[src/rtl/uart_rx_mini.sv]
// uart_rx_mini: 8N1 UART receiver with a small receive FIFO.
//
// Each bit is sampled at its midpoint. A 2-flop synchroniser feeds a
// bit-timing FSM. Good bytes are queued in a circular FIFO that the consumer
// drains through a valid/ready pop port. Framing and overrun errors are
// sticky until clr_err. rts drops while DEPTH-1 or more bytes are queued.
//
// Ports:
//   clk          system clock
//   rst          synchronous reset, active-high
//   rx           asynchronous serial line, idle high
//   rx_data[7:0] FIFO head byte, 0 when empty
//   rx_valid     FIFO non-empty
//   rx_ready     consumer pop (pop when rx_valid && rx_ready at posedge)
//   rts          1 while level < DEPTH-1
//   err_frame    sticky: a stop bit was sampled low
//   err_overrun  sticky: a good byte was dropped because the FIFO was full
//   clr_err      one-cycle pulse clears both sticky flags
//   level        FIFO occupancy
//
// state   | meaning
// --------+----------------------------------------------------------
// IDLE    | line idle, waiting for rx_s low
// START   | timing to the middle of the start bit, rejects glitches
// DATA    | sampling 8 data bits, LSB first, one per bit period
// STOP    | sampling the stop bit; push on high, framing error on low
// BRK     | line held low after a framing error; wait for release

module uart_rx_mini #(
  parameter int CLKS_PER_BIT = 16,
  parameter int DEPTH        = 4
) (
  input  logic                       clk,
  input  logic                       rst,
  input  logic                       rx,
  output logic [7:0]                 rx_data,
  output logic                       rx_valid,
  input  logic                       rx_ready,
  output logic                       rts,
  output logic                       err_frame,
  output logic                       err_overrun,
  input  logic                       clr_err,
  output logic [$clog2(DEPTH):0]     level
);

  localparam int AW = $clog2(DEPTH);
  localparam logic [31:0] LP_HALF_END = 32'((CLKS_PER_BIT >> 1) - 1);
  localparam logic [31:0] LP_BIT_END  = 32'(CLKS_PER_BIT - 1);
  localparam logic [AW:0] LP_FULL     = (AW+1)'(DEPTH);
  localparam logic [AW:0] LP_RTS_LVL  = (AW+1)'(DEPTH - 1);

  typedef enum logic [2:0] {
    ST_IDLE,
    ST_START,
    ST_DATA,
    ST_STOP,
    ST_BRK
  } state_t;

  logic [1:0]  r_sync;
  logic        w_rx_s;

  state_t      r_state, w_nxt_state;
  logic [31:0] r_bcnt, w_nxt_bcnt;
  logic [2:0]  r_idx, w_nxt_idx;
  logic [7:0]  r_shreg, w_nxt_shreg;
  logic        w_push, w_frame_err;

  logic        r_push_pend;
  logic [7:0]  r_mem [DEPTH];
  logic [AW:0] r_wr, r_rd;
  logic [AW:0] w_level;
  logic        w_full, w_pop, w_wr, w_drop;
  logic        r_err_frame, r_err_overrun;

  // ---------------------------------------------------------------------
  // Synchroniser
  // ---------------------------------------------------------------------
  always_ff @(posedge clk) begin
    if (rst) r_sync <= 2'b11;
    else     r_sync <= {r_sync[0], rx};
  end

  assign w_rx_s = r_sync[1];

  // ---------------------------------------------------------------------
  // Bit-timing FSM
  // ---------------------------------------------------------------------
  always_ff @(posedge clk) begin
    if (rst) begin
      r_state <= ST_IDLE;
      r_bcnt  <= '0;
      r_idx   <= '0;
      r_shreg <= '0;
    end else begin
      r_state <= w_nxt_state;
      r_bcnt  <= w_nxt_bcnt;
      r_idx   <= w_nxt_idx;
      r_shreg <= w_nxt_shreg;
    end
  end

  always_comb begin
    w_nxt_state = r_state;
    w_nxt_bcnt  = r_bcnt;
    w_nxt_idx   = r_idx;
    w_nxt_shreg = r_shreg;
    w_push      = 1'b0;
    w_frame_err = 1'b0;
    case (r_state)
      ST_IDLE: begin
        w_nxt_bcnt = '0;
        if (!w_rx_s) w_nxt_state = ST_START;
      end
      ST_START: begin
        if (r_bcnt == LP_HALF_END) begin
          w_nxt_bcnt = '0;
          w_nxt_idx  = '0;
          // Line back high at mid start bit: treat as a glitch.
          w_nxt_state = w_rx_s ? ST_IDLE : ST_DATA;
        end else begin
          w_nxt_bcnt = r_bcnt + 32'd1;
        end
      end
      ST_DATA: begin
        if (r_bcnt == LP_BIT_END) begin
          w_nxt_bcnt  = '0;
          w_nxt_shreg = {w_rx_s, r_shreg[7:1]};
          if (r_idx == 3'd7) w_nxt_state = ST_STOP;
          else               w_nxt_idx   = r_idx + 3'd1;
        end else begin
          w_nxt_bcnt = r_bcnt + 32'd1;
        end
      end
      ST_STOP: begin
        if (r_bcnt == LP_BIT_END) begin
          w_nxt_bcnt = '0;
          if (w_rx_s) begin
            w_push      = 1'b1;
            w_nxt_state = ST_IDLE;
          end else begin
            w_frame_err = 1'b1;
            w_nxt_state = ST_BRK;
          end
        end else begin
          w_nxt_bcnt = r_bcnt + 32'd1;
        end
      end
      ST_BRK: begin
        w_nxt_bcnt = '0;
        if (w_rx_s) w_nxt_state = ST_IDLE;
      end
      default: begin
        w_nxt_state = ST_IDLE;
        w_nxt_bcnt  = '0;
      end
    endcase
  end

  // ---------------------------------------------------------------------
  // FIFO
  // ---------------------------------------------------------------------
  // The push is applied one cycle after the stop-bit sample. r_shreg is
  // stable during that cycle because the FSM is back in IDLE.
  always_ff @(posedge clk) begin
    if (rst) r_push_pend <= 1'b0;
    else     r_push_pend <= w_push;
  end

  assign w_level = r_wr - r_rd;
  assign w_full  = (w_level == LP_FULL);
  assign w_pop   = (w_level != '0) && rx_ready;
  // A simultaneous pop frees the slot, so a full FIFO still accepts the push.
  assign w_wr    = r_push_pend && (!w_full || w_pop);
  assign w_drop  = r_push_pend && w_full && !w_pop;

  always_ff @(posedge clk) begin
    if (rst) begin
      r_wr <= '0;
      r_rd <= '0;
    end else begin
      if (w_wr)  r_wr <= r_wr + 1'b1;
      if (w_pop) r_rd <= r_rd + 1'b1;
    end
  end

  always_ff @(posedge clk) begin
    if (w_wr) r_mem[r_wr[AW-1:0]] <= r_shreg;
  end

  // ---------------------------------------------------------------------
  // Sticky error flags: a new event wins over clr_err
  // ---------------------------------------------------------------------
  always_ff @(posedge clk) begin
    if (rst) begin
      r_err_frame   <= 1'b0;
      r_err_overrun <= 1'b0;
    end else begin
      if (w_frame_err)  r_err_frame <= 1'b1;
      else if (clr_err) r_err_frame <= 1'b0;
      if (w_drop)       r_err_overrun <= 1'b1;
      else if (clr_err) r_err_overrun <= 1'b0;
    end
  end

  assign level       = w_level;
  assign rx_valid    = (w_level != '0);
  assign rx_data     = (w_level != '0) ? r_mem[r_rd[AW-1:0]] : 8'h00;
  assign rts         = (w_level < LP_RTS_LVL);
  assign err_frame   = r_err_frame;
  assign err_overrun = r_err_overrun;

endmodule

[config.mk]
export PLATFORM = sky130hd
export DESIGN_NAME = uart_rx_mini
export DESIGN_NICKNAME = d
export VERILOG_FILES = /design/src/rtl/uart_rx_mini.sv
export SDC_FILE = /design/constraint.sdc
export NUM_CORES = 1
export LEC_CHECK = 0
export CORE_MARGIN = 10
export CORE_UTILIZATION = 40
export CTS_CLUSTER_DIAMETER = 50
export CTS_CLUSTER_SIZE = 40
export DETAILED_ROUTE_END_ITERATION = 12
export GPL_TIMING_DRIVEN = 0
export PLACE_DENSITY = 0.57
export SLEW_MARGIN = 25
export SYNTH_ARGS = -nofsm -noshare
export SYNTH_HDL_FRONTEND = slang
export SYNTH_SLANG_ARGS = --single-unit
[constraint.sdc]
create_clock -name clk -period 6.5 [get_ports clk]
set_input_delay 0.975 -clock clk [delete_from_list [all_inputs] [get_ports clk]]
set_output_delay 0.975 -clock clk [all_outputs]
set_load 0.01 [all_outputs]
==> key figures, run 1 <==
Run status
  – Status: finished, final reports clean

Worst setup path
  – Worst reg2reg startpoint: r_wr[0]
  – Worst Path Arrival: 2.89 ns
  – CP Data Required Time: 5.52 ns
  – Critical path capture point type: output pin
  – Crit-path max FO: 10
  – Startpoint types: flop
  – CP peak stage delay: 0.54 ns
  – Critical path cell sequence: inv_1 -> ha_1 -> fa_1 -> xnor3_1 -> nand3_1 -> clkbuf_1 -> and2_1 -> clkdlybuf4s50_1
  – CP max stage cell: clkdlybuf4s50_1
  – FF-to-FF End: r_mem[3][7]
  – R2r worst-path depth: 6
  – CP Class: reg -> out
  – Register-to-register setup slack: 3.97 ns

Route
  – WL per Instance: 13.5 um
  – Total Routed Length: 7.15 mm
  – DR vias/cell: 4.87
  – WL met1: 3.53 mm
  – Drc violations: 0
  – Detailed-route via count: 2,573
  – DRT iter0 DRCs: 84
  – Top routing layer in use: met4
  – First-pass iteration count of the detailed router: 4
  – Final ANT Viol Nets: 0
  – Met2 Wirelength: 3.30 mm
  – Met3 Wirelength: 247 um

Die
  – Die area: 14,300 um2
  – Core Area: 9730 um2
  – Die X: 120 um
  – Die height: 120 um
  – Row cnt: 36
  – Initial core utilization: 40.9%
  – IO Pins: 20

Timing
  – # setup viols final: 0
  – Setup TNS: 0 ns
  – Min Tclk post-route: 3.86 ns
  – Fmax: 259 MHz
  – Max-slew violations: 0
  – Tcrit/Tclk final: 59.4%
  – Worst slew pin tran: 0.665 ns
  – Setup Skew: 0.0112 ns
  – Final Hold Viols: 0
  – Slew Limit Headroom: 55.7%
  – RSZ-0062 raised after global routing: no

Logic synthesis
  – Post-Synthesis Cell Area: 3980 um2
  – Synth top area share: 29.7%
  – XOR/XNOR Fraction of Synth Area: 8.28%
  – Synthesized area per cell: 11.0 um2
  – Number of flops mapped to enable cells by yosys: 32
  – Synthesized flop and latch total: 91
  – Leading area contributor after synthesis: dfxtp_1
  – Register area share after synthesis: 53.9%
  – Synth Area in Compound Gates: 2.80%
  – Most frequent cell after synthesis: dfxtp_1
  – Synth cell types: 44
  – Synth Flop Type: dfxtp_1
  – Synth top cells by count: dfxtp_1 (59), nor2_1 (56), edfxtp_1 (32)
  – Main combinational cell family by area after synthesis: simple AND/OR/NAND/NOR gates
  – Synth top area cells: dfxtp_1 (30%), edfxtp_1 (24%), nor2_1 (5.3%), xnor2_1 (5.1%), mux4_2 (4.5%)
  – Async set-reset flop share out of synthesis: 0%
  – YS warnings: 0
  – Adder-cell share of the synthesized area: 3.34%
  – Simple-gate portion of the synthesized area: 21.7%
  – Mux cell area share after synthesis: 6.80%
  – Syn nets: 376
  – Post-Syn Instances: 361

Placed design
  – RePlAce Congestion: 0.748
  – Hpwl dp: 4.99 mm
  – IO Port Bufs: 18
  – Placed Area: 4320 um2

Clock tree
  – Root Buffer: clkbuf_8
  – Worst skew pair latency: 0.36 ns
  – Reg clk slew, reported paths: 0.10 ns
  – Clock buffer depth: 2
  – Number of post-CTS setup repair buffers: 0
  – CTS Sinks: 91
  – PostCTS Resize Cnt: 0
  – CTS tree: yes
  – Post-cts hold buffer count: 0
  – Clock buffer count from CTS: 9
  – H-tree Lvls: 3

Global routing
  – Global-route wire length before repair: 12.4 mm
  – Gr ovfl total: 0
  – Antenna violations before repair: 0
  – Vias in the first global route: 2,534
  – Largest net degree at the start of global routing: 19
  – GR Util All Layers: 10.5%

Worst hold path
  – HP Class: reg -> reg
  – WHS Path Cells: 1
  – Worst Hold Launch: r_sync[0]
  – Hold EP: r_sync[1]

Power
  – Peak supply drop: 0.108 mV
  – Final Power: 1.18 mW
  – P_leak: 1.49 nW
  – Cell Pwr Density: 261 nW/um2

Cells and area
  – Area Overhead vs Synth: 13.4%
  – Layout Nets: 405
  – Fin area: 4510 um2
  – Fillers: 932
  – Share of cells above drive strength 1: 10.4%
  – Ant. Diodes: 0

Run
  – Max cap viols: 0
## cells by family after synthesis
group | count (synthesis)
mux | 17
fa+ha+maj | 10
buf+inv | 29
simple gates | 162
xor+xnor | 36
compound gates | 16
flops | 91
## per-layer routing
metal / track usage [%] / vias to the layer above
li1: - / 1336
met1: 13.7 / 1210
met2: 16.4 / 22
met3: 3.09 / 5
met4: 3.17 / 0
met5: 0 / -
## where the power goes
part           switching, mW  internal, mW  leakage [nW]
clock network          0.218         0.149        0.0936
logic                 0.0977         0.116         0.628
registers            0.00422         0.591         0.772
## placed cells by master, fill, tap and decap left out, drive strengths merged, types with 2 or more instances in the layout
master,count
nor4,20
and4,7
a21oi,6
buf,9
and3,4
ha,9
nand4,8
nand2b,3
inv,18
nor3,8
clkbuf,17
nor3b,2
edfxtp,32
nand2,19
or2,2
xor2,12
mux2i,9
clkdlybuf4s50,18
nor2,56
mux4,8
and2,13
or3,2
xnor2,23
dfxtp,59
nand3,15
## layout make-up
cell class / instances / area (um2) / area share (%)
sequential: 91 / 2140 / 47.5
tap: 133 / 166 / 3.69
inverter: 12 / 45.0 / 0.999
timing repair buffer: 18 / 180 / 4.00
multi-input combinational: 241 / 1700 / 37.8
buffer: 17 / 83.8 / 1.86
clock inverter: 7 / 62.6 / 1.39
clock buffer: 9 / 124 / 2.75
## metrics by stage
stage / utilization (%) / hold slack [ns] / setup slack (ns) / std cells
6_report: 46.3 / 0.420 / 2.64 / 528
5_1_grt: 46.3 / 0.442 / 2.41 / 528
4_1_cts: 46.3 / 0.425 / 2.55 / 528
3_5_place_dp: 44.4 / 0.398 / 2.97 / 512
3_3_place_gp: 44.4 / 0.393 / 3.02 / 512
2_1_floorplan: - / 0.389 / 3.70 / 361
## worst max path at each step
stage | from | end | slack [ns] | cells after the start
floorplan | r_wr[0] | rx_data[0] | 3.70 | 7
global placement | r_wr[0] | rx_data[7] | 3.02 | 8
detailed placement | r_wr[0] | rx_data[1] | 2.97 | 8
CTS | r_wr[0] | rx_data[1] | 2.55 | 8
global route | r_wr[0] | rx_data[1] | 2.41 | 8
finish | r_wr[0] | rx_data[1] | 2.64 | 8
## critical path: cells and delay by family (launching register included)
family | cells | cell delay (ns)
buffers and inverters | 3 | 0.96
adders and majority gates | 2 | 0.60
DFF | 1 | 0.41
and+or+nand+nor | 2 | 0.32
xor gates and xnor gates | 1 | 0.25
## flip-flops by register name (all words and copies together) (netlist names), named ones only
register / cells
r_sync: 2
r_state: 3
r_bcnt: 32
r_rd: 3
err_overrun: 1
err_frame: 1
r_wr: 3
r_push_pend: 1
r_mem: 32
r_shreg: 8
r_idx: 3
No activity file was read; power rests on OpenSTA's default activity.
==> run 2, diff against run 1 <==
- PLACE_DENSITY: 0.57 -> 0.59
- clock period: 6.5 -> 3.5 ns (I/O delays scaled with it)
==> run 2 against run 1 <==
  * Worst setup slack got worse by 2.4 ns
  * Sequential cell count did not move
  * Final cell count did not move
  * Non-clock buffer count did not move
  * Largest power group unchanged
  * Hold slack improved by 0.019 ns
  * Routed wire length rose by 2.5%
  * Total power rose by 86%
  * Clock skew rose by 0.0054 ns
  * Sequential power rose by 87%
  * Highest routed layer unchanged
  * Die area did not move
  * Global-route usage barely moved
  * Critical path type unchanged
==> key figures, run 2 (synthesis results as in run 1) <==
Die
  – Initial core utilization: 40.9% (unchanged)
  – Die X: 120 um (unchanged)
  – Die area: 14,300 um2 (unchanged)
  – Die height: 120 um (unchanged)
  – Row cnt: 36 (unchanged)
  – IO Pins: 20 (unchanged)
  – Core Area: 9730 um2 (unchanged)

Worst setup path
  – Critical path capture point type: output pin
  – CP Data Required Time: 2.97 ns (-2.55 ns)
  – CP Class: reg -> out
  – Worst reg2reg startpoint: r_wr[0]
  – Startpoint types: flop
  – R2r worst-path depth: 6 (unchanged)
  – Register-to-register setup slack: 0.96 ns (-3.01 ns)
  – FF-to-FF End: r_mem[3][3]
  – Crit-path max FO: 10 (unchanged)
  – Worst Path Arrival: 2.75 ns (-0.14 ns)

Clock tree
  – Worst skew pair latency: 0.37 ns (about the same)
  – Root Buffer: clkbuf_8
  – Post-cts hold buffer count: 0 (unchanged)
  – CTS Sinks: 91 (unchanged)
  – Number of post-CTS setup repair buffers: 0 (unchanged)
  – H-tree Lvls: 3 (unchanged)
  – CTS tree: yes
  – Reg clk slew, reported paths: 0.10 ns (about the same)
  – Clock buffer count from CTS: 9 (unchanged)
  – Clock buffer depth: 2 (unchanged)

Power
  – Sw Pwr: 593 uW (+85%)
  – P_leak: 1.50 nW (+0.31%)
  – Switching share of power: 27.1% (-0.064 points)
  – Sequential power share: 50.6% (about the same)
  – Int Power: 1.59 mW (+86%)
  – Clock share of power: 31.0% (-0.2 points)
  – Final Power: 2.18 mW (+86%)
  – Cell Pwr Density: 484 nW/um2 (+86%)
  – Peak supply drop: 0.208 mV (+92%)
  – Comb pwr share: 18.4% (+0.2 points)

Global routing
  – Largest net degree at the start of global routing: 19 (unchanged)
  – Antenna violations before repair: 0 (unchanged)
  – Global-route wire length before repair: 12.3 mm (-0.39%)
  – Met2 usage: 16.5% (+0.14 points)
  – GRT met3 Usage: 3.52% (+0.42 points)
  – Met1 Resource Use GR: 13.1% (-0.58 points)
  – Vias in the first global route: 2,575 (+1.6%)
  – GR Util All Layers: 10.5% (about the same)
  – GR peak layer: met2
  – Gr ovfl total: 0 (unchanged)

Route
  – DRT iter0 DRCs: 163 (+94%)
  – WL per Instance: 13.9 um (+2.5%)
  – Detailed-route via count: 2,609 (+1.4%)
  – Drc violations: 0 (unchanged)
  – Total Routed Length: 7.33 mm (+2.5%)
  – First-pass iteration count of the detailed router: 4 (unchanged)
  – Final ANT Viol Nets: 0 (unchanged)
  – DR vias/cell: 4.94 (+1.4%)

Placed design
  – RePlAce Congestion: 0.792 (+5.8%)
  – Hpwl dp: 5.10 mm (+2.2%)
  – Dpl ws: 0.432 ns (-2.54 ns)
  – IO Port Bufs: 18 (unchanged)

Run
  – Max cap viols: 0 (unchanged)

Worst hold path
  – WHS Path Cells: 1 (unchanged)
  – Worst Hold Launch: r_sync[0]
  – HP Class: reg -> reg
  – Hold EP: r_sync[1]

Cells and area
  – Ant. Diodes: 0 (unchanged)
  – Final core occ: 46.4% (+0.090 points)
  – Layout Nets: 405 (unchanged)
  – Commonest cells after routing, fill and taps aside: dfxtp_1 (59), nor2_1 (56), edfxtp_1 (32)
  – Area Overhead vs Synth: 13.6%
  – Share of cells above drive strength 1: 10.6% (+0.25 points)
  – Fillers: 924 (-0.86%)
  – Commonest non-fill, non-tap cell in the layout: dfxtp_1

Timing
  – Final Hold Viols: 0 (unchanged)
  – Max-slew violations: 0 (unchanged)
  – Final Hold Slack: 0.439 ns (+0.0190 ns)
  – Fmax: 306 MHz
  – Slew Limit Headroom: 53.9% (-1.8 points)
  – Worst slew pin tran: 0.691 ns (+0.0267 ns)
  – Min Tclk post-route: 3.27 ns
  – # setup viols final: 0 (unchanged)
  – Tcrit/Tclk final: 93.5%
  – Setup ws final: 0.229 ns (-2.41 ns)
  – Setup Skew: 0.0166 ns (+0.00538 ns)

Run status
  – Status: finished, final reports clean
## run 2: cell count changes in the layout (fill, tap and decap cells not counted), sizes merged
| cell | before | now |
|---|---|---|
| inv | 18 | 15 |
| clkinv | 0 | 3 |
## run 2: worst max path at each step
stage | from | to | slack (ns) | depth (start not counted)
after global placement | r_wr[0] | rx_data[1] | 0.48 | 8
after CTS | r_wr[0] | rx_data[1] | 0.02 | 8
after floorplan | r_wr[0] | rx_data[0] | 1.15 | 7
final | r_wr[0] | rx_data[4] | 0.23 | 8
after global routing | r_wr[0] | rx_data[1] | -0.002 | 8
after detailed placement | r_wr[0] | rx_data[4] | 0.43 | 8
## run 2: layout make-up
cell class	instances	area, um2	area share [%]
buffer	17	85.1	1.88
clock buffer	9	124	2.74
clock inverter	7	70.1	1.55
inverter	12	45.0	0.997
multi-input combinational	241	1700	37.7
sequential	91	2140	47.4
tap	133	166	3.68
timing repair buffer	18	180	3.99
## run 2: layer usage
layer / up-vias / part of all wire, %
met5: - / 0
met4: 0 / 1.2
met3: 8 / 4.4
met2: 32 / 46
met1: 1229 / 48
li1: 1340 / -
## run 2: critical path, cell delays in order, from the launching register on
cell,delay (ns)
dfxtp_1,0.40
inv_1,0.11
ha_1,0.22
fa_1,0.38
xnor3_1,0.25
nand3_1,0.13
clkbuf_2,0.21
and2_1,0.15
clkdlybuf4s50_1,0.54
## run 2: per-stage QoR
stage / std cells / instance area [um2] / setup TNS [ns]
finish: 528 / 4520 / 0
floorplan: 361 / 3980 / 0
global route: 528 / 4520 / -0.00321
detailed placement: 512 / 4320 / 0
global placement: 512 / 4320 / 0
CTS: 528 / 4520 / 0
## run 2: power by group through the flow
stage / Sequential, mW / Combinational, mW / Clock [mW]
2_1_floorplan: 1.13 / 0.216 / 0
3_3_place_gp: 1.13 / 0.403 / 0
3_5_place_dp: 1.13 / 0.408 / 0
4_1_cts: 1.11 / 0.409 / 0.700
5_1_grt: 1.11 / 0.446 / 0.743
6_report: 1.11 / 0.401 / 0.678
## run 2: repair_timing
action	4_1_cts	5_1_grt
endpoints found under the hold margin	0	0
endpoints found under the setup margin	0	9
gates resized for setup	0	2
==> run 3, diff against run 2 <==
- ABC_AREA: unset -> 1
==> run 3 against run 2 <==
  * Clock-buffer cell count did not move
  * Die area rose by 5.9%
  * Clock skew fell by 0.011 ns
  * Sequential share of layout area fell by 2.8 points
  * Fmax rose by 0.59%
  * Clock power fell by 6.5%
  * Critical path type unchanged
==> key figures, run 3 <==
Placed design
  – Placed Cells: 667 (+30%)
  – Dpl ws: 0.578 ns (+0.147 ns)
  – RePlAce Congestion: 0.839 (+6.0%)
  – IO Port Bufs: 19 (+1)
  – Hpwl dp: 6.21 mm (+22%)

Logic synthesis
  – Register area share after synthesis: 50.3% (-3.6 points)
  – Post-Synthesis Cell Area: 4260 um2 (+7.1%)
  – Post-Syn Instances: 512 (+42%)
  – Syn nets: 527 (+40%)
  – YS warnings: 0 (unchanged)
  – Synthesized area per cell: 8.32 um2 (-24%)
  – Synth top area cells: dfxtp_1 (28%), edfxtp_1 (23%), nor2_1 (12%), nand2_1 (6.5%), inv_1 (4.7%)
  – Synth top cells by count: nor2_1 (134), nand2_1 (74), dfxtp_1 (59)
  – Synth cell types: 32 (-27%)
  – Most frequent cell after synthesis: nor2_1
  – Synth Flop Type: dfxtp_1
  – Synth top area share: 27.7% (-2.0 points)
  – Synthesized flop and latch total: 91 (unchanged)
  – Async set-reset flop share out of synthesis: 0% (unchanged)
  – Leading area contributor after synthesis: dfxtp_1
  – Number of flops mapped to enable cells by yosys: 32 (unchanged)

Worst setup path
  – R2r worst-path depth: 8 (+2)
  – CP Data Required Time: 2.97 ns (about the same)
  – CP Class: reg -> out
  – Startpoint types: flop
  – FF-to-FF End: r_mem[3][7]
  – Register-to-register setup slack: 0.86 ns (-0.10 ns)
  – Critical path capture point type: output pin
  – Crit-path max FO: 10 (unchanged)
  – Worst reg2reg startpoint: r_wr[0]
  – Worst Path Arrival: 2.73 ns (-0.02 ns)

Global routing
  – GR peak layer: met2
  – Vias in the first global route: 3,220 (+25%)
  – Antenna violations before repair: 0 (unchanged)
  – Met1 Resource Use GR: 13.8% (+0.68 points)
  – GRT met3 Usage: 3.33% (-0.19 points)
  – Met2 usage: 21.2% (+4.7 points)
  – GR Util All Layers: 12.0% (+1.5 points)
  – Gr ovfl total: 0 (unchanged)
  – Largest net degree at the start of global routing: 17 (-2)
  – Global-route wire length before repair: 14.9 mm (+21%)

Timing
  – # setup viols final: 0 (unchanged)
  – Final Hold Viols: 0 (unchanged)
  – Tcrit/Tclk final: 92.9% (-0.55 points)
  – Setup Skew: 0.00537 ns (-0.0112 ns)
  – Max-slew violations: 0 (unchanged)
  – Min Tclk post-route: 3.25 ns (-0.0191 ns)
  – Setup TNS: 0 ns (unchanged)
  – Fmax: 308 MHz (+0.59%)
  – RSZ-0062 raised after global routing: no
  – Worst slew pin tran: 0.805 ns (+0.114 ns)
  – Final Hold Slack: 0.414 ns (-0.0246 ns)
  – Slew Limit Headroom: 46.1% (-7.8 points)
  – Setup ws final: 0.248 ns (+0.0191 ns)

Cells and area
  – Commonest non-fill, non-tap cell in the layout: nor2_1
  – Multi-input logic area: 1860 um2 (+9.0%)
  – Commonest cells after routing, fill and taps aside: nor2_1 (134), nand2_1 (74), dfxtp_1 (59)
  – Area Overhead vs Synth: 12.8%
  – Non-filler cells, final: 683 (+29%)
  – Ant. Diodes: 0 (unchanged)
  – Share of cells above drive strength 1: 7.86% (-2.8 points)
  – Reg area: 2140 um2 (unchanged)
  – Fillers: 1,033 (+12%)
  – Layout Nets: 557 (+38%)

Clock tree
  – Post-cts hold buffer count: 0 (unchanged)
  – Clock buffer depth: 2 (unchanged)
  – CTS tree: yes
  – Clock buffer count from CTS: 9 (unchanged)
  – Root Buffer: clkbuf_8
  – Worst skew pair latency: 0.35 ns (-0.02 ns)
  – H-tree Lvls: 3 (unchanged)
  – CTS Sinks: 91 (unchanged)
  – Reg clk slew, reported paths: 0.09 ns (about the same)

Route
  – Drc violations: 0 (unchanged)
  – WL per Instance: 12.5 um (-10%)
  – Final ANT Viol Nets: 0 (unchanged)
  – DR vias/cell: 4.75 (-4.0%)
  – DRT iter0 DRCs: 240 (+47%)
  – First-pass iteration count of the detailed router: 4 (unchanged)
  – Total Routed Length: 8.53 mm (+16%)
  – Detailed-route via count: 3,241 (+24%)

Run
  – Max cap viols: 0 (unchanged)

Die
  – Die area: 15,200 um2 (+5.9%)
  – Die height: 123 um (+2.9%)
  – Core Area: 10,400 um2 (+6.6%)
  – IO Pins: 20 (unchanged)
  – Initial core utilization: 41.1% (+0.20 points)
  – Die X: 123 um (+2.9%)
  – Row cnt: 37 (+2.8%)

Run status
  – Status: finished, final reports clean

Power
  – Cell Pwr Density: 569 nW/um2 (+18%)
  – Final Power: 2.73 mW (+25%)
  – Peak supply drop: 0.319 mV (+53%)
  – P_leak: 1.87 nW (+25%)

Worst hold path
  – HP Class: reg -> reg
  – Hold EP: r_sync[1]
  – Worst Hold Launch: r_sync[0]
  – WHS Path Cells: 1 (unchanged)
run 3: cell types whose count changed after synthesis, sizes merged, moves of 11 or more:
cell / delta
and2: -13
xnor2: -17
nand2: +60
inv: +43
nor3: +11
nor2: +85
o21ai: +20
nor4: -18
run 3: power breakdown:
part	switching, mW	internal (mW)	leakage, nW	total [mW]
sequential	0.0382	1.12	0.812	1.16
clock	0.371	0.263	0.0887	0.634
combinational	0.507	0.432	0.971	0.938
run 3: repair_timing:
action | CTS | global route
resized for setup | 0 | 1
hold endpoints to repair | 0 | 0
setup endpoints to repair | 0 | 2
setup buffers | 0 | 0
run 3: cell families (layout without fill, tap and decap cells):
| kind of cell | count (synthesis) | in the layout | synth area share (%) |
|---|---|---|---|
| compound gates | 43 | 43 | 6.02 |
| xor+xnor | 28 | 28 | 5.94 |
| fa+ha+maj | 10 | 10 | 3.11 |
| buf+inv | 65 | 100 | 6.26 |
| flops | 91 | 91 | 50.3 |
| simple gates | 275 | 275 | 28.4 |
run 3: final cells by class:
class,instances,share of cell area (%)
Sequential cell,91,44.6
Clock inverter,7,1.12
Inverter,56,4.38
Multi-Input combinational cell,356,38.7
Clock buffer,9,2.58
Tap cell,136,3.54
Timing Repair Buffer,19,3.96
Buffer,9,1.17
run 3: how the worst max path moves through the flow:
stage | slack, ns | endpoint | startpoint | cells after the start
after CTS | 0.16 | rx_data[6] | r_wr[0] | 9
after floorplan | 1.12 | r_mem[0][0] | r_wr[0] | 8
after detailed placement | 0.58 | rx_data[6] | r_wr[0] | 9
final | 0.25 | rx_data[3] | r_wr[0] | 9
after global routing | 0.05 | rx_data[1] | r_wr[0] | 9
after global placement | 0.58 | rx_data[5] | r_wr[0] | 9
run 3: metal layers:
| layer | wire (um) | share of wire [%] | vias to the layer above |
|---|---|---|---|
| met4 | 58 | 0.68 | 0 |
| met1 | 3840 | 45 | 1466 |
| met3 | 375 | 4.4 | 6 |
| met5 | 0 | 0 | - |
| li1 | - | - | 1713 |
| met2 | 4260 | 50 | 56 |
run 3: worst max-delay path: stages (launching register included):
cell             delay, ns
dfxtp_1               0.39
inv_1                 0.10
ha_1                  0.22
fa_1                  0.40
xor2_2                0.23
xnor2_1               0.11
nand2_2               0.23
nand2_1               0.11
inv_1                 0.06
clkdlybuf4s50_1       0.53
run 3: stage by stage:
stage / area [um2] / utilization (%)
floorplan: 4260 / -
global placement: 4620 / 44.5
detailed placement: 4620 / 44.5
CTS: 4800 / 46.2
global route: 4800 / 46.3
finish: 4800 / 46.3
